**src/rtl/approx_units_array_pipe_pkg.sv**
```systemverilog
// approx_units_array_pipe_pkg: default geometry and derived shift-amount width helper for the DRUM pre-approximation pipe
package approx_units_array_pipe_pkg;
  localparam int MULT_DW_DEF = 4;
  localparam int A_BW_DEF = 8;
  localparam int B_BW_DEF = 8;
  localparam int M_DEF = 3;
  localparam int N_DEF = 3;
  localparam int SKEW_EN_DEF = 1;
  function automatic int shamt_w(input int bw);
    return $clog2(bw);
  endfunction
endpackage

```
**src/rtl/approx_units_array_pipe_if.sv**
```systemverilog
// approx_units_array_pipe_if: input vectors + valid/ready handshake and approximated per-row/column outputs; slave=pipe, master=driver
interface approx_units_array_pipe_if
  import approx_units_array_pipe_pkg::*;
#(
  parameter int MULT_DW = MULT_DW_DEF,
  parameter int A_BW = A_BW_DEF,
  parameter int B_BW = B_BW_DEF,
  parameter int M = M_DEF,
  parameter int N = N_DEF,
  parameter int AS_W = shamt_w(A_BW),
  parameter int BS_W = shamt_w(B_BW)
);
  logic in_valid;
  logic in_ready;
  logic unbias_en;
  logic out_ready;
  logic [A_BW*M-1:0] data;
  logic [B_BW*N-1:0] kernel;
  logic [MULT_DW*M-1:0] syst_data;
  logic [MULT_DW*N-1:0] syst_kernel;
  logic [M-1:0] d_sign;
  logic [N-1:0] w_sign;
  logic [AS_W*M-1:0] d_shamt;
  logic [BS_W*N-1:0] w_shamt;
  logic [M-1:0] d_zero;
  logic [N-1:0] w_zero;
  logic [M-1:0] d_valid;
  logic [N-1:0] w_valid;
  modport slave (
    input in_valid, unbias_en, data, kernel, out_ready,
    output in_ready, syst_data, syst_kernel, d_sign, w_sign, d_shamt, w_shamt, d_zero, w_zero, d_valid, w_valid
  );
  modport master (
    output in_valid, unbias_en, data, kernel, out_ready,
    input in_ready, syst_data, syst_kernel, d_sign, w_sign, d_shamt, w_shamt, d_zero, w_zero, d_valid, w_valid
  );
endinterface

```
**src/rtl/approx_units_array_pipe_drum_pre_approx_stage.sv**
```systemverilog
// drum_pre_approx_stage: one channel of combinational sign/abs/leading-one/window/unbias; operand,unbias_en -> mult,sign,shamt,zero
module drum_pre_approx_stage #(
  parameter int BW = 8,
  parameter int MULT_DW = 4,
  parameter int SW = $clog2(BW)
) (
  input  logic [BW-1:0]      operand,
  input  logic               unbias_en,
  output logic [MULT_DW-1:0] mult,
  output logic               sign,
  output logic [SW-1:0]      shamt,
  output logic               zero
);
  logic [BW-1:0] mag;
  logic [SW-1:0] k;
  logic big;
  assign mag = operand[BW-1] ? -operand : operand;
  always_comb begin
    k = '0;
    for (int i = 1; i < BW; i++) k = mag[i] ? SW'(i) : k;
  end
  assign zero = ~|mag;
  assign sign = operand[BW-1];
  assign big = {1'b0, k} >= (SW+1)'(MULT_DW);
  assign shamt = big ? k - SW'(MULT_DW - 1) : '0;
  assign mult = MULT_DW'(mag >> shamt) | {{(MULT_DW-1){1'b0}}, big & unbias_en};
endmodule

```
**src/rtl/approx_units_array_pipe.sv**
```systemverilog
// approx_units_array_pipe: registered DRUM pre-approx front end with stall-on-out_ready handshake and optional diagonal skew; clk,rst_n + bus(slave)
module approx_units_array_pipe
  import approx_units_array_pipe_pkg::*;
#(
  parameter int MULT_DW = MULT_DW_DEF,
  parameter int A_BW = A_BW_DEF,
  parameter int B_BW = B_BW_DEF,
  parameter int M = M_DEF,
  parameter int N = N_DEF,
  parameter int SKEW_EN = SKEW_EN_DEF,
  parameter int AS_W = shamt_w(A_BW),
  parameter int BS_W = shamt_w(B_BW)
) (
  input logic clk,
  input logic rst_n,
  approx_units_array_pipe_if.slave bus
);
  localparam int DW = 3 + AS_W + MULT_DW;
  localparam int KW = 3 + BS_W + MULT_DW;
  logic adv;
  logic s1_valid;
  logic s1_unb;
  logic [A_BW*M-1:0] s1_data;
  logic [B_BW*N-1:0] s1_kernel;
  logic [DW-1:0] d_tap [M];
  logic [KW-1:0] w_tap [N];
  assign adv = bus.out_ready;
  assign bus.in_ready = bus.out_ready;
  always_ff @(posedge clk or negedge rst_n) begin
    if (!rst_n) begin
      s1_valid <= 1'b0;
      s1_unb <= 1'b0;
      s1_data <= '0;
      s1_kernel <= '0;
    end else if (adv) begin
      s1_valid <= bus.in_valid;
      s1_unb <= bus.in_valid & bus.unbias_en;
      s1_data <= bus.in_valid ? bus.data : '0;
      s1_kernel <= bus.in_valid ? bus.kernel : '0;
    end
  end
  for (genvar m = 0; m < M; m++) begin : g_row
    localparam int D = (SKEW_EN != 0) ? m : 0;
    logic [MULT_DW-1:0] mult;
    logic [AS_W-1:0] shamt;
    logic sign;
    logic zero;
    logic [DW-1:0] sr [D+1];
    drum_pre_approx_stage #(.BW(A_BW), .MULT_DW(MULT_DW), .SW(AS_W)) u_drum (
      .operand(s1_data[A_BW*m +: A_BW]),
      .unbias_en(s1_unb),
      .mult(mult),
      .sign(sign),
      .shamt(shamt),
      .zero(zero)
    );
    always_ff @(posedge clk or negedge rst_n) begin
      if (!rst_n) begin
        for (int j = 0; j <= D; j++) sr[j] <= '0;
      end else if (adv) begin
        sr[0] <= s1_valid ? {1'b1, sign, zero, shamt, mult} : '0;
        for (int j = 1; j <= D; j++) sr[j] <= sr[j-1];
      end
    end
    assign d_tap[m] = sr[D];
  end
  for (genvar n = 0; n < N; n++) begin : g_col
    localparam int D = (SKEW_EN != 0) ? n : 0;
    logic [MULT_DW-1:0] mult;
    logic [BS_W-1:0] shamt;
    logic sign;
    logic zero;
    logic [KW-1:0] sr [D+1];
    drum_pre_approx_stage #(.BW(B_BW), .MULT_DW(MULT_DW), .SW(BS_W)) u_drum (
      .operand(s1_kernel[B_BW*n +: B_BW]),
      .unbias_en(s1_unb),
      .mult(mult),
      .sign(sign),
      .shamt(shamt),
      .zero(zero)
    );
    always_ff @(posedge clk or negedge rst_n) begin
      if (!rst_n) begin
        for (int j = 0; j <= D; j++) sr[j] <= '0;
      end else if (adv) begin
        sr[0] <= s1_valid ? {1'b1, sign, zero, shamt, mult} : '0;
        for (int j = 1; j <= D; j++) sr[j] <= sr[j-1];
      end
    end
    assign w_tap[n] = sr[D];
  end
  always_comb begin
    bus.d_valid = '0;
    bus.d_sign = '0;
    bus.d_zero = '0;
    bus.d_shamt = '0;
    bus.syst_data = '0;
    bus.w_valid = '0;
    bus.w_sign = '0;
    bus.w_zero = '0;
    bus.w_shamt = '0;
    bus.syst_kernel = '0;
    for (int i = 0; i < M; i++)
      {bus.d_valid[i], bus.d_sign[i], bus.d_zero[i], bus.d_shamt[AS_W*i +: AS_W], bus.syst_data[MULT_DW*i +: MULT_DW]} = d_tap[i];
    for (int i = 0; i < N; i++)
      {bus.w_valid[i], bus.w_sign[i], bus.w_zero[i], bus.w_shamt[BS_W*i +: BS_W], bus.syst_kernel[MULT_DW*i +: MULT_DW]} = w_tap[i];
  end
endmodule

```
**src/flat_wrapper.sv**
```systemverilog
// flat-port wrapper written by rule: the top's interface ports become plain ports
module approx_units_array_pipe_flat import approx_units_array_pipe_pkg::*;
#(
  parameter int MULT_DW = MULT_DW_DEF,
  parameter int A_BW = A_BW_DEF,
  parameter int B_BW = B_BW_DEF,
  parameter int M = M_DEF,
  parameter int N = N_DEF,
  parameter int SKEW_EN = SKEW_EN_DEF,
  parameter int AS_W = shamt_w(A_BW),
  parameter int BS_W = shamt_w(B_BW)
)
  (clk, rst_n, bus_in_valid, bus_unbias_en, bus_data, bus_kernel, bus_out_ready, bus_in_ready, bus_syst_data, bus_syst_kernel, bus_d_sign, bus_w_sign, bus_d_shamt, bus_w_shamt, bus_d_zero, bus_w_zero, bus_d_valid, bus_w_valid);
  approx_units_array_pipe_if #(.MULT_DW(MULT_DW), .A_BW(A_BW), .B_BW(B_BW), .M(M), .N(N), .AS_W(AS_W), .BS_W(BS_W)) bus_i ();
  input logic clk;
  input logic rst_n;
  input wire logic [$bits(bus_i.in_valid)-1:0] bus_in_valid;
  input wire logic [$bits(bus_i.unbias_en)-1:0] bus_unbias_en;
  input wire logic [$bits(bus_i.data)-1:0] bus_data;
  input wire logic [$bits(bus_i.kernel)-1:0] bus_kernel;
  input wire logic [$bits(bus_i.out_ready)-1:0] bus_out_ready;
  output wire logic [$bits(bus_i.in_ready)-1:0] bus_in_ready;
  output wire logic [$bits(bus_i.syst_data)-1:0] bus_syst_data;
  output wire logic [$bits(bus_i.syst_kernel)-1:0] bus_syst_kernel;
  output wire logic [$bits(bus_i.d_sign)-1:0] bus_d_sign;
  output wire logic [$bits(bus_i.w_sign)-1:0] bus_w_sign;
  output wire logic [$bits(bus_i.d_shamt)-1:0] bus_d_shamt;
  output wire logic [$bits(bus_i.w_shamt)-1:0] bus_w_shamt;
  output wire logic [$bits(bus_i.d_zero)-1:0] bus_d_zero;
  output wire logic [$bits(bus_i.w_zero)-1:0] bus_w_zero;
  output wire logic [$bits(bus_i.d_valid)-1:0] bus_d_valid;
  output wire logic [$bits(bus_i.w_valid)-1:0] bus_w_valid;
  assign bus_i.in_valid = bus_in_valid;
  assign bus_i.unbias_en = bus_unbias_en;
  assign bus_i.data = bus_data;
  assign bus_i.kernel = bus_kernel;
  assign bus_i.out_ready = bus_out_ready;
  assign bus_in_ready = bus_i.in_ready;
  assign bus_syst_data = bus_i.syst_data;
  assign bus_syst_kernel = bus_i.syst_kernel;
  assign bus_d_sign = bus_i.d_sign;
  assign bus_w_sign = bus_i.w_sign;
  assign bus_d_shamt = bus_i.d_shamt;
  assign bus_w_shamt = bus_i.w_shamt;
  assign bus_d_zero = bus_i.d_zero;
  assign bus_w_zero = bus_i.w_zero;
  assign bus_d_valid = bus_i.d_valid;
  assign bus_w_valid = bus_i.w_valid;
  approx_units_array_pipe #(.MULT_DW(MULT_DW), .A_BW(A_BW), .B_BW(B_BW), .M(M), .N(N), .SKEW_EN(SKEW_EN), .AS_W(AS_W), .BS_W(BS_W)) u_core (.clk(clk), .rst_n(rst_n), .bus(bus_i));
endmodule
```
**config.mk**
```make
export PLATFORM = sky130hd
export DESIGN_NAME = approx_units_array_pipe_flat
export DESIGN_NICKNAME = d
export VERILOG_FILES = /design/src/rtl/approx_units_array_pipe_pkg.sv /design/src/rtl/approx_units_array_pipe_if.sv /design/src/rtl/approx_units_array_pipe_drum_pre_approx_stage.sv /design/src/rtl/approx_units_array_pipe.sv /design/src/flat_wrapper.sv
export SDC_FILE = /design/constraint.sdc
export NUM_CORES = 1
export LEC_CHECK = 0
export BUFFER_PORTS_ARGS = -buffer_cell sky130_fd_sc_hd__buf_2
export CORE_ASPECT_RATIO = 0.9
export CORE_MARGIN = 4
export CORE_UTILIZATION = 35
export CTS_CLUSTER_DIAMETER = 50
export DETAILED_ROUTE_END_ITERATION = 10
export PLACE_DENSITY = 0.62
export SLEW_MARGIN = 0
export SYNTH_ARGS = -nofsm -noshare
export SYNTH_HDL_FRONTEND = slang
export SYNTH_SLANG_ARGS = --single-unit
```
**constraint.sdc**
```tcl
create_clock -name clk -period 5.8 [get_ports clk]
set_input_delay 0.29 -clock clk [delete_from_list [all_inputs] [get_ports clk]]
set_output_delay 0.29 -clock clk [all_outputs]
set_load 0.03 [all_outputs]
```
# Yosys cells after proc, flatten, opt, wreduce, memory -nomap -nowiden
# Index checks and enable logic that the tools add are counted.
totals:
  regBits: 170
  latch_bits: 0
  ram_bits: 0
  romBits: 0
  input_bits: 53
  out_inout_bits: 61
  wordCells: 127
  mem_count: 0
classes:
  addsub: 12
  mul: 0
  n_div: 0
  n_lt_le_gt_ge: 6
  n_eq_ne: 0
  shifts: 6
  n_mux: 62
  bitwise_logic: 13
  n_reduce_logical: 12
ops:
  columns: ["cell", "n"]
  rows:
  - ["two-way mux 3 bit", 30]
  - ["two-way mux 10 bit", 6]
  - ["two-way mux 24 bit", 2]
  - ["two-way mux 8 bit", 6]
  - ["negation 8 bit", 6]
  - ["OR reduction 8 bit", 6]
  - [">> shifter 8 x 3 -> 4 bit", 6]
  - ["two-way mux 2 bit", 12]
  - ["bitwise OR 4 x 1 -> 4 bit", 6]
  - [">= comparator 3 bit, second input constant", 6]
  - ["subtractor 3 x 2 -> 3 bit, second input constant", 6]
  - ["AND 1 bit", 7]
  - ["logical NOT 1 bit", 6]
  - ["two-way mux 1 bit", 6]

# Longest topological paths before layout
# Gate-level depths: netlist (run 1).
depth:
  depth_word: 14
  ltp_mapped: 15
  mapped_depth_nobuf: 14

# Modules after synthesis
# From an unflattened synthesis (run 1), not the netlist that was laid out.
unflattened:
  cells_unflattened: 1206
  hier_area_um2: 10671.5
modules_own_cells:
  columns: ["mod", "instances", "cells_per_inst", "area_per_inst_um2", "seq_area_each_um2"]
  rows:
  - ["approx_units_array_pipe", 1, 612, 6857.8, 4028.9]
  - ["drum_pre_approx_stage", 6, 99, 635.6, 0.0]

# Least setup slack after synthesis (run 1)
# No wires, ideal clock.
synth_timing:
  path_kind: "reg-to-reg"
  startpoint: "reg u_core.s1_kernel[0]"
  endpoint: "reg u_core.g_col[0].sr[2] (netlist name)"
  setup_time_ps: 122
  arrival_ps: 2984
  required_time_ps: 5678
  setup_slack_ps: 2694
  stages_incl_launch_ff: 15
  n_path_buf: 2
  synth_period_minus_slack_ps: 3106
  cell_sequence: "dfrtp_1 > inv_1 > ha_1 > or3b_4 > a21oi_2 > or2_2 > clkbuf_1 > a21oi_1 > o21ai_0 > nand2_1 > ha_1 > clkbuf_1 > nand2_1 > a221o_1 > a32o_1"
synth_between:
  elab_chain_cells: 14
  elab_cells_between_ends: 15
  classes_between: "add/sub (2); order compare (1); shift (1); mux (10); bitwise (1)"
synth_rtl:
  columns: ["element", "line_no", "text"]
  rows:
  - ["from (decl)", "approx_units_array_pipe.sv:24", "logic [B_BW*N-1:0] s1_kernel;"]
  - ["from (signal assigned)", "approx_units_array_pipe.sv:39", "s1_kernel <= bus.in_valid ? bus.kernel : '0;"]
  - ["negation 8 bit", "approx_units_array_pipe_drum_pre_approx_stage.sv:17", "assign mag = operand[BW-1] ? -operand : operand;"]
  - ["two-way mux 8 bit *", "approx_units_array_pipe_drum_pre_approx_stage.sv:17", null]
  - ["two-way mux 1 bit", "approx_units_array_pipe_drum_pre_approx_stage.sv:20", "for (int i = 1; i < BW; i++) k = mag[i] ? SW'(i) : k;"]
  - ["two-way mux 2 bit (2 in series)", "approx_units_array_pipe_drum_pre_approx_stage.sv:20", null]
  - ["two-way mux 3 bit (4 in series)", "approx_units_array_pipe_drum_pre_approx_stage.sv:20", null]
  - ["subtractor 3 x 2 -> 3 bit / >= comparator 3 bit (equally long branches)", "approx_units_array_pipe_drum_pre_approx_stage.sv:25, approx_units_array_pipe_drum_pre_approx_stage.sv:24", null]
  - ["two-way mux 3 bit", "approx_units_array_pipe_drum_pre_approx_stage.sv:25", "assign shamt = big ? k - SW'(MULT_DW - 1) : '0;"]
  - [">> shifter 8 x 3 -> 4 bit *", "approx_units_array_pipe_drum_pre_approx_stage.sv:26", "assign mult = MULT_DW'(mag >> shamt) | {{(MULT_DW-1){1'b0}}, big & unbias_en};"]
  - ["bitwise OR 4 x 1 -> 4 bit *", "approx_units_array_pipe_drum_pre_approx_stage.sv:26", null]
  - ["two-way mux 10 bit *", "approx_units_array_pipe.sv:86", "sr[0] <= s1_valid ? {1'b1, sign, zero, shamt, mult} : '0;"]
  - ["to (decl)", "approx_units_array_pipe.sv:73", "logic [KW-1:0] sr [D+1];"]
# Mark *: on every way between the ends. The rest lies on a longest branch, timed or not.
# A chain may end at the register's enable or synchronous reset.

# Final worst setup path (run 1)
layout_timing:
  startpoint: "reg u_core.s1_data[0]"
  endpoint: "reg u_core.g_row[0].sr[0] (netlist name)"
layout_between:
  elab_chain_cells: 14
  elab_cells_between_ends: 16
  classes_between: "add/sub (2); order compare (1); shift (1); mux (10); bitwise (2)"
layout_rtl:
  columns: ["element", "line_no", "text"]
  rows:
  - ["from (decl)", "approx_units_array_pipe.sv:23", "logic [A_BW*M-1:0] s1_data;"]
  - ["from (signal assigned)", "approx_units_array_pipe.sv:38", "s1_data <= bus.in_valid ? bus.data : '0;"]
  - ["negation 8 bit", "approx_units_array_pipe_drum_pre_approx_stage.sv:17", null]
  - ["two-way mux 8 bit *", "approx_units_array_pipe_drum_pre_approx_stage.sv:17", null]
  - ["two-way mux 1 bit", "approx_units_array_pipe_drum_pre_approx_stage.sv:20", null]
  - ["two-way mux 2 bit (2 in series)", "approx_units_array_pipe_drum_pre_approx_stage.sv:20", null]
  - ["two-way mux 3 bit (4 in series)", "approx_units_array_pipe_drum_pre_approx_stage.sv:20", null]
  - ["subtractor 3 x 2 -> 3 bit / >= comparator 3 bit (equally long branches)", "approx_units_array_pipe_drum_pre_approx_stage.sv:25, approx_units_array_pipe_drum_pre_approx_stage.sv:24", null]
  - ["two-way mux 3 bit", "approx_units_array_pipe_drum_pre_approx_stage.sv:25", null]
  - [">> shifter 8 x 3 -> 4 bit", "approx_units_array_pipe_drum_pre_approx_stage.sv:26", null]
  - ["bitwise OR 4 x 1 -> 4 bit *", "approx_units_array_pipe_drum_pre_approx_stage.sv:26", null]
  - ["two-way mux 10 bit *", "approx_units_array_pipe.sv:61", "sr[0] <= s1_valid ? {1'b1, sign, zero, shamt, mult} : '0;"]
  - ["to (decl)", "approx_units_array_pipe.sv:48", "logic [DW-1:0] sr [D+1];"]
# Marks and branches as above.

==> flow_metrics.py, run 1 <==
metrics = {
    "power_and_ir_drop": {
        "ir_drop_v": 0.0001919,
        "power.leakage_nw": 4.804,
        "intPower_w": 0.002339,
        "power_switching_share": 0.3741,
        "p_comb_frac": 0.327,
        "pwr-share-seq": 0.382,
        "pwr_density_cell_nw_per_um2": 351.7,
        "p_clk_frac": 0.292,
        "total_power_w": 0.003737,
        "p_sw_w": 0.001398,
    },
    "clocking": {
        "cts_root_buf": "clkbuf_16",
        "clk_latency_ns": 0.44,
        "cts_made_buffers": 17,
        "postCtsSetupBuffers": 0,
        "cts_tree": "done",
        "clk_pin_slew_ns": 0.07,
        "htreeDepth": 4,
        "cts.repair.resized": 0,
        "clkSinkCount": 161,
        "cts.path.max_buffers": 2,
        "postCtsHoldBufs": 1,
    },
    "die": {
        "start_util": 0.3556,
        "coreArea_sq_um": 26960,
        "die_area_sq_um": 30100,
        "die_x_um": 182.4,
        "ioPinCount": 114,
        "num_rows": 57,
        "die_h_um": 165.0,
    },
    "run_status": {
        "status": "finished, final reports clean",
    },
    "sta": {
        "tightest_slew_ns": 1.100,
        "setup_viol": 0,
        "period_minus_slack_ns": 3.518,
        "relSlewSlack": 0.2616,
        "hold_viol": 0,
        "max_clock_freq_mhz": 284.2,
        "finClkSkew_ns": 0.01702,
        "rsz0062_at_grt": "false",
        "worst_slack_ns": 2.282,
        "finalCritPeriodShare": 0.6066,
        "slew_violations": 0,
        "finalSetupTns_ns": 0,
    },
    "critical_path": {
        "crit_top_cell": "ha_1",
        "critPathMaxFanout": 13,
        "critPathSlowestCell": "ha_1",
        "critPathCaptureType": "flop",
        "crit_chain": "inv_1 > ha_1 > nand2b_1 > o41ai_1 > and2_1 > o311ai_0 > ha_1 > nor2b_1 > a32o_1 > or3_1 > a22oi_2 > o31ai_2",
        "cpPeakStageDelay_ns": 0.58,
        "crit_required_ns": 6.10,
        "worstSetupStartpoint": "u_core.s1_data[0]",
        "crit_arrival_ns": 3.82,
        "cp-start-kind": "flop",
        "critPathKind": "flop to flop",
        "worstReg2RegStart": "u_core.s1_data[0]",
    },
    "finish": {
        "layout_common_cells": "dfrtp_1, buf_2, o21ai_0",
        "final_common_cell": "dfrtp_1",
        "nets": 1085,
        "antenna_cells": 0,
        "syn_to_final_growth_pct": 10.86,
        "instances_no_fill": 1386,
        "drive_gt1_frac": 0.2374,
        "finalCoreUtilization": 0.3942,
    },
    "synth": {
        "netlist_area_sq_um": 9585,
        "synth.avg_cell_area_sq_um": 9.702,
        "synth_edf_count": 0,
        "ys_seq_area_frac": 0.4203,
        "synthesis.nets": 1054,
        "synthCells": 988,
        "ys_types": 87,
        "yosys_register_bits": 161,
        "synthFlopType": "dfrtp_1",
        "synth_async_sr_flop_share": 1.000,
        "yosysWarnings": 0,
    },
    "global_routing": {
        "grt_usage": 0.1550,
        "grt_max_degree": 99,
        "grt_overflow_total": 0,
        "antenna_found_initial": 0,
        "grt_pass1_wl_um": 37840,
        "grt_pass1_vias": 7023,
    },
    "placed_design": {
        "dp.cells": 1353,
        "globalplace.congestion": 0.8484,
        "hpwl_um": 15980,
        "port-buffer-count": 113,
        "pre_cts_ws_ns": 2.303,
    },
    "worst_hold_path": {
        "hold_path.class": "primary input to flop",
        "hold_start": "bus_data[4]",
    },
    "route": {
        "drt-total-wl_um": 22940,
        "via_per_inst": 5.281,
        "dr_total_vias": 7319,
        "drtIter0Drc": 465,
        "routedWlPerCell_um": 16.55,
        "dr.pass1.iters": 5,
        "route.detailed.drc": 0,
        "ant_nets": 0,
    },
    "run": {
        "drv_cap": 0,
    },
}
## cells in the mapped netlist, drive strengths merged, types with 5 or more instances
cell | number | area share
nor2 | 26 | 0.010
and2 | 9 | 0.0059
nand2b | 13 | 0.0085
a31oi | 6 | 0.0055
o22ai | 8 | 0.010
o21ai | 95 | 0.052
a21o | 7 | 0.0055
xnor2 | 28 | 0.028
nand3 | 64 | 0.033
a21oi | 32 | 0.017
ha | 13 | 0.017
mux2 | 58 | 0.068
o211ai | 5 | 0.0039
buf | 64 | 0.045
a22oi | 5 | 0.0044
or3 | 10 | 0.0076
clkbuf | 43 | 0.017
dfrtp | 161 | 0.42
inv | 67 | 0.026
nand4 | 6 | 0.0039
o21a | 6 | 0.0047
o2bb2ai | 18 | 0.016
o31ai | 12 | 0.014
o311ai | 5 | 0.0046
mux2i | 24 | 0.025
a22o | 16 | 0.015
nand2 | 66 | 0.026
a221oi | 7 | 0.0064
a32o | 9 | 0.0094
nor3 | 19 | 0.011
nor4 | 8 | 0.0059
nor2b | 9 | 0.0059
## area by class of cell
cell class                 count  area [sq um]
clock inverter                14         121.4
tap                          354         442.9
clock buffer                  18         439.2
timing repair buffer         119         625.6
fill                        2706         16330
inverter                      67         251.5
multi-input combinational    653          4717
sequential                   161          4029
## state kept, by name (all words and copies together) (netlist names), 6 cells and up
signal,flops
u_core.bus.d_shamt,6
u_core.bus.syst_data,8
u_core.bus.syst_kernel,8
u_core.bus.w_shamt,6
u_core.g_col.sr,37
u_core.g_row.sr,36
u_core.s1_data,24
u_core.s1_kernel,24
## worst paths after layout
kind	endpoint	slack [ns]	cells past startpoint
max	u_core.g_row[0].sr[0]	2.28	12
min	u_core.s1_data[4]	0.08	2
max reg2reg	u_core.g_row[0].sr[0]	2.28	12
min reg2reg	u_core.g_row[1].sr[16]	0.48	1
max in group asynchronous	u_core.g_col[0].sr[7]	3.95	3
min in group asynchronous	u_core.g_row[0].sr[4]	0.50	2
## power groups by stage
stage,Combinational [W],Sequential (W),Clock (W)
after global placement,0.00121,0.00144,0
final,0.00122,0.00143,0.00109
after global routing,0.00135,0.00145,0.00117
after floorplan,0.00100,0.00143,0
after CTS,0.00123,0.00143,0.00112
after detailed placement,0.00122,0.00145,0
## through the flow
stage	hold WS [ns]	instance area [sq um]
2_1_floorplan	-0.005591	9585
3_3_place_gp	0.4519	10060
3_5_place_dp	0.4499	10060
4_1_cts	0.05243	10630
5_1_grt	0.06159	10630
6_report	0.07670	10630
## per-layer routing
layer,vias to the layer above,GRT usage,wire [um]
met5,-,0,0
met4,0,0.04127,289
met3,22,0.03281,876
met2,124,0.2390,10280
met1,3563,0.2220,11490
li1,3610,-,-
## kinds of logic (layout without fill, tap and decap cells)
kind of cell               after synthesis  in the layout  synth area share
buffers and inverters                  174            218           0.08759
adders and majority gates               13             13           0.01697
DFF                                    161            161            0.4203
AOI/OAI and AO/OA                      276            276            0.2107
and+or+nand+nor                        250            250            0.1363
xor gates and xnor gates                31             31           0.03263
muxes                                   83             83           0.09555
## critical path: cells and delay by family (launching register included)
family          cells  cell delay (ns)
flops               1             0.41
buf+inv             1             0.12
fa+ha+maj           2             0.84
simple gates        4             0.89
compound gates      5             1.14
(Power assumes the default switching activity.)
==> inputs of run 2 (changes only) <==
--- a/config.mk
+++ b/config.mk
@@ -5,6 +5,7 @@
 export SDC_FILE = /design/constraint.sdc
 export NUM_CORES = 1
 export LEC_CHECK = 0
+export ABC_AREA = 1
 export BUFFER_PORTS_ARGS = -buffer_cell sky130_fd_sc_hd__buf_2
 export CORE_ASPECT_RATIO = 0.9
 export CORE_MARGIN = 4
==> constraint.sdc (replaced) <==
create_clock -name clk -period 3.4 [get_ports clk]
set_input_delay 0.17 -clock clk [delete_from_list [all_inputs] [get_ports clk]]
set_output_delay 0.17 -clock clk [all_outputs]
set_load 0.03 [all_outputs]
==> run 2 against run 1 <==
Worst hold slack worse by 0.063 ns. Critical path type unchanged. Synthesized area down 1.3%. Die area decreased by 1.3%. Highest routed layer unchanged.
==> flow_metrics.py, run 2 <==
metrics = {
    "run_status": {
        "status": "finished, final reports clean",
    },
    "sta": {
        "slew_violations": 0,
        "setup_viol": 0,
        "finClkSkew_ns": 0.009169,
        "finalCritPeriodShare": 0.7920,
        "finalSetupTns_ns": 0,
        "rsz0062_at_grt": "false",
        "max_clock_freq_mhz": 371.3,
        "tightest_slew_ns": 1.030,
        "period_minus_slack_ns": 2.693,
        "hold_viol": 0,
        "relSlewSlack": 0.3133,
    },
    "placed_design": {
        "dp.cells": 1643,
        "post_dp_cell_area_sq_um": 10000,
        "globalplace.congestion": 0.8908,
        "hpwl_um": 15890,
        "port-buffer-count": 113,
    },
    "critical_path": {
        "critPathKind": "flop to flop",
        "critPathCaptureType": "flop",
        "r2r_cells": 22,
        "critPathMaxFanout": 6,
        "crit_required_ns": 3.71,
        "crit_arrival_ns": 3.00,
        "cp-start-kind": "flop",
    },
    "global_routing": {
        "grt_overflow_total": 0,
        "grt_usage": 0.1575,
        "grt_max_degree": 96,
        "grt_pass1_vias": 7795,
        "grt_pass1_wl_um": 39000,
        "antenna_found_initial": 0,
    },
    "power_and_ir_drop": {
        "pwr_density_cell_nw_per_um2": 590.0,
        "total_power_w": 0.006432,
        "power.leakage_nw": 5.671,
        "ir_drop_v": 0.0002904,
    },
    "finish": {
        "stdcell_area_sq_um": 10900,
        "reg_top3": "u_core.g_col.sr x37, u_core.g_row.sr x36",
        "instances_no_fill": 1710,
        "syn_to_final_growth_pct": 15.25,
        "nets": 1415,
        "antenna_cells": 0,
        "drive_gt1_frac": 0.1938,
        "num-fill-cells": 2735,
        "finalCoreUtilization": 0.4138,
        "layout_common_cells": "nand2_1, dfrtp_1, nand3_1",
        "largest_reg_flops": 37,
        "final_common_cell": "nand2_1",
        "largest-register": "u_core.g_col.sr",
    },
    "synth": {
        "yosys_register_bits": 161,
        "netlist_area_sq_um": 9459,
        "synthesis.nets": 1330,
        "netlist.area_leader.share": 0.4259,
        "synth_edf_count": 0,
        "ys_top_cells_by_area": "dfrtp_1, nand2_1, nand3_1",
        "synthFlopType": "dfrtp_1",
        "synth_async_sr_flop_share": 1.000,
        "synth.avg_cell_area_sq_um": 7.483,
        "synthTopCellsByCount": "nand2_1, dfrtp_1, nand3_1",
        "yosysMostFrequentCell": "nand2_1",
        "ys_seq_area_frac": 0.4259,
        "yosysWarnings": 0,
        "ys_types": 41,
        "synthCells": 1264,
        "yosys.area.top_type": "dfrtp_1",
    },
    "route": {
        "routedWlPerCell_um": 13.40,
        "via_per_inst": 4.781,
        "drtIter0Drc": 342,
        "drt-total-wl_um": 22910,
        "dr.pass1.iters": 5,
        "ant_nets": 0,
        "route.detailed.drc": 0,
        "dr_total_vias": 8176,
    },
    "worst_hold_path": {
        "holdPathStages": 3,
        "hold_path.class": "primary input to flop",
    },
    "clocking": {
        "htreeDepth": 4,
        "clkSinkCount": 161,
        "cts.path.max_buffers": 2,
        "cts_made_buffers": 17,
        "clk_latency_ns": 0.42,
        "cts_root_buf": "clkbuf_16",
        "cts_tree": "done",
        "clk_pin_slew_ns": 0.07,
    },
    "die": {
        "die_h_um": 164.0,
        "die_x_um": 181.3,
        "start_util": 0.3590,
        "coreArea_sq_um": 26350,
        "num_rows": 56,
        "die_area_sq_um": 29720,
        "ioPinCount": 114,
    },
    "run": {
        "drv_cap": 0,
    },
}
-- run 2: per-layer routing --
layer	vias up	global-route usage	part of all wire
met3	16	0.03100	0.036
met5	-	0	0
li1	4217	-	-
met1	3811	0.2208	0.50
met4	0	0.03342	0.0090
met2	132	0.2555	0.46
-- run 2: timing repair --
action,CTS,global route
buffers inserted,0,0
hold endpoints to repair,127,0
hold buffers,35,0
resized for setup,0,0
-- run 2: where the power goes --
group          internal, W  switching (W)
Clock              0.00102       0.000832
Sequential         0.00220       0.000169
Combinational     0.000717        0.00150
Total              0.00393        0.00250
-- run 2: logic make-up after synthesis --
logic type                 share of synthesized area
DFF                                           0.4259
and+or+nand+nor                               0.3423
adders and majority gates                    0.01720
AOI/OAI and AO/OA                             0.1019
buffers and inverters                         0.1127
-- run 2: metrics by stage --
| step | worst slack [ns] | hold WS, ns |
|---|---|---|
| floorplan | 1.071 | -0.1256 |
| global placement | 0.7942 | 0.3500 |
| detailed placement | 0.7212 | 0.3482 |
| CTS | 0.7060 | 0.0001034 |
| global route | 0.4203 | 0.01873 |
| finish | 0.7071 | 0.01344 |
-- run 2: path summary, 6_finish.rpt --
path | slack [ns] | end | from
max | 0.71 | u_core.g_col[2].sr[20] | u_core.s1_kernel[17]
min | 0.01 | u_core.s1_kernel[17] | bus_kernel[17]
max reg2reg | 0.71 | u_core.g_col[2].sr[20] | u_core.s1_kernel[17]
min reg2reg | 0.46 | u_core.bus.w_shamt[7] | u_core.bus.w_shamt[7]
max in group asynchronous | 2.11 | u_core.g_row[2].sr[16] | rst_n
min in group asynchronous | 0.44 | u_core.bus.syst_kernel[5] | rst_n
-- run 2: layout make-up --
| class | instances | area, sq um | area share |
|---|---|---|---|
| Clock buffer | 21 | 440.4 | 0.04040 |
| Clock inverter | 11 | 107.6 | 0.009870 |
| Inverter | 142 | 535.5 | 0.04912 |
| Multi-Input combinational cell | 872 | 4364 | 0.4003 |
| Sequential cell | 161 | 4029 | 0.3696 |
| Tap cell | 348 | 435.4 | 0.03994 |
| Timing Repair Buffer | 155 | 989.7 | 0.09078 |
-- run 2: worst max-delay path, stage by stage, from the launching register on --
cell	delay [ns]
dfrtp_1	0.37
inv_1	0.19
ha_1	0.20
inv_1	0.06
nor2_2	0.11
nand2_1	0.08
nand2_1	0.06
nand2_1	0.05
nand2_1	0.16
inv_1	0.06
nand2_1	0.07
nand2_1	0.06
nand2_2	0.13
nand2_1	0.07
ha_1	0.33
nand2_4	0.12
inv_2	0.07
nand2_1	0.07
inv_1	0.04
a21oi_1	0.12
nand2_1	0.06
nand2_1	0.05
nand2_1	0.06
==> inputs of run 3 (changes only) <==
--- a/config.mk
+++ b/config.mk
@@ -12,7 +12,7 @@
 export CORE_UTILIZATION = 35
 export CTS_CLUSTER_DIAMETER = 50
 export DETAILED_ROUTE_END_ITERATION = 10
-export PLACE_DENSITY = 0.62
+export PLACE_DENSITY = 0.63
 export SLEW_MARGIN = 0
 export SYNTH_ARGS = -nofsm -noshare
 export SYNTH_HDL_FRONTEND = slang
==> constraint.sdc (replaced) <==
create_clock -name clk -period 2.21 [get_ports clk]
set_input_delay 0.1105 -clock clk [delete_from_list [all_inputs] [get_ports clk]]
set_output_delay 0.1105 -clock clk [all_outputs]
set_load 0.03 [all_outputs]
==> run 3 against run 2 <==
The flow now finishes with violations (negative setup slack). First-iteration DRC count up 97%. Design area increased by 15%. Sequential share of layout area decreased by 4.7 points. Combinational power up 100%. Non-clock buffer count up 114. Worst hold slack improved by 0.027 ns. Clock-buffer cell count shrank 4. Sequential power is 54% higher. Critical path depth down 1. Clock skew barely moved.
==> flow_metrics.py, run 3 (synthesized netlist as in run 2, its figures left out) <==
metrics = {
    "finish": {
        "drive_gt1_frac": 0.3286,
        "nets": 1532,
        "largest-register": "u_core.g_col.sr",
        "largest_reg_flops": 37,
        "final_common_cell": "nand2_1",
        "antenna_cells": 0,
        "reg_top3": "u_core.g_col.sr x37, u_core.g_row.sr x36",
        "instances_no_fill": 1827,
        "syn_to_final_growth_pct": 32.37,
        "layout_common_cells": "nand2_1, dfrtp_1, nand3_1",
    },
    "global_routing": {
        "antenna_found_initial": 0,
        "grt_pass1_vias": 8799,
        "grt_overflow_total": 0,
        "grt_pass1_wl_um": 42840,
        "grt_usage": 0.1733,
        "grt_max_degree": 118,
    },
    "clocking": {
        "cts_root_buf": "clkbuf_16",
        "clk_latency_ns": 0.43,
        "clk_pin_slew_ns": 0.07,
        "clkSinkCount": 161,
        "htreeDepth": 4,
        "cts_made_buffers": 17,
        "cts_tree": "done",
        "cts.path.max_buffers": 2,
    },
    "sta": {
        "setup_viol": 6,
        "hold_viol": 0,
        "holdWs_ns": 0.04057,
        "slew_violations": 0,
        "tightest_slew_ns": 0.5266,
        "period_minus_slack_ns": 2.280,
        "finalCritPeriodShare": 1.031,
        "relSlewSlack": 0.6486,
        "finClkSkew_ns": 0.009025,
        "worst_slack_ns": -0.06961,
        "max_clock_freq_mhz": 438.7,
        "rsz0062_at_grt": "true",
        "finalSetupTns_ns": -0.1542,
    },
    "die": {
        "coreArea_sq_um": 26350,
        "die_x_um": 181.3,
        "die_area_sq_um": 29720,
        "die_h_um": 164.0,
        "num_rows": 56,
        "start_util": 0.3590,
        "ioPinCount": 114,
    },
    "placed_design": {
        "globalplace.congestion": 0.9027,
        "dp.cells": 1715,
        "hpwl_um": 17410,
        "port-buffer-count": 113,
    },
    "route": {
        "dr_total_vias": 8984,
        "route.detailed.drc": 0,
        "ant_nets": 0,
        "dr.pass1.iters": 5,
        "drtIter0Drc": 674,
        "drt-total-wl_um": 25820,
        "routedWlPerCell_um": 14.13,
        "via_per_inst": 4.917,
    },
    "critical_path": {
        "crit_arrival_ns": 2.60,
        "worstReg2RegStart": "u_core.s1_kernel[16]",
        "r2r_cells": 21,
        "endpoint": "u_core.g_col[2].sr[21]",
        "critPathCaptureType": "flop",
        "r2r_end": "u_core.g_col[2].sr[21]",
        "worstSetupStartpoint": "u_core.s1_kernel[16]",
        "critPathMaxFanout": 6,
        "critPathKind": "flop to flop",
        "cp-start-kind": "flop",
        "crit_required_ns": 2.53,
        "ff2ff_setup_slack_ns": -0.07,
    },
    "power_and_ir_drop": {
        "total_power_w": 0.01110,
        "ir_drop_v": 0.0004094,
        "power.leakage_nw": 6.332,
        "pwr_density_cell_nw_per_um2": 886.5,
    },
    "run": {
        "drv_cap": 0,
    },
    "run_status": {
        "violations": "negative setup slack",
        "status": "finished, violations left",
    },
    "worst_hold_path": {
        "hold_path.class": "primary input to flop",
    },
}
## run 3: metal layers
layer | wire [um] | up-vias | GRT usage
met5 | 0 | - | 0
met4 | 417 | 0 | 0.04673
met3 | 1109 | 41 | 0.02923
met2 | 12440 | 206 | 0.2908
met1 | 11850 | 4280 | 0.2338
li1 | - | 4457 | -
## run 3: per-stage QoR
step	cell area, sq um	setup WS (ns)	util
3_5_place_dp	10630	-0.1268	0.4035
5_1_grt	12520	-0.2338	0.4753
4_1_cts	12040	-0.03253	0.4569
3_3_place_gp	10630	-0.1188	0.4035
2_1_floorplan	9497	-0.0009786	-
6_report	12520	-0.06961	0.4753
## run 3: how the worst min path moves through the flow
stage / startpoint / to / depth (start not counted)
2_1_floorplan: rst_n / u_core.bus.d_shamt[3] / 0
3_3_place_gp: rst_n / u_core.s1_kernel[12] / 1
3_5_place_dp: rst_n / u_core.s1_kernel[12] / 1
4_1_cts: bus_kernel[21] / u_core.s1_kernel[21] / 3
5_1_grt: bus_kernel[21] / u_core.s1_kernel[21] / 3
6_report: bus_kernel[21] / u_core.s1_kernel[21] / 3
## run 3: worst max-delay path: stages (launching register included)
cell and delay [ns]:
dfrtp_1 0.40, inv_4 0.10, ha_4 0.16, inv_4 0.04, nor2_4 0.09, nand2_2 0.07
nand2_1 0.07, nand2_1 0.06, nand2_2 0.10, buf_6 0.11, nor2_4 0.03, nand2_1 0.08
nand2_2 0.07, ha_4 0.25, nand2_4 0.11, inv_6 0.05, a21oi_2 0.10, o21ai_1 0.08
nand2_1 0.06, nand2_1 0.04, nand2_1 0.06, nand2_1 0.04
## run 3: power breakdown
| part | internal (W) | total (W) | switching, W |
|---|---|---|---|
| sequential | 0.00338 | 0.00365 | 0.000263 |
| combinational | 0.00177 | 0.00452 | 0.00276 |
| clock | 0.00159 | 0.00293 | 0.00134 |
| total | 0.00674 | 0.0111 | 0.00436 |
## run 3: final cells by class
cell class              count  area (sq um)
repair buffers            269          1976
fillers                  2555         13820
clock inverters            15         148.9
well taps                 348         435.4
multi-input cells         875          4940
flip-flops and latches    161          4035
clock buffers              17         425.4
inverters                 142         560.5
## run 3: timing repair
action | CTS | global route
cloned | 0 | 3
endpoints found under the hold margin | 92 | 0
endpoints found under the setup margin | 20 | 28
buffers inserted | 20 | 11
hold buffers | 49 | 0
pin swaps | 38 | 89
resized for setup | 50 | 123
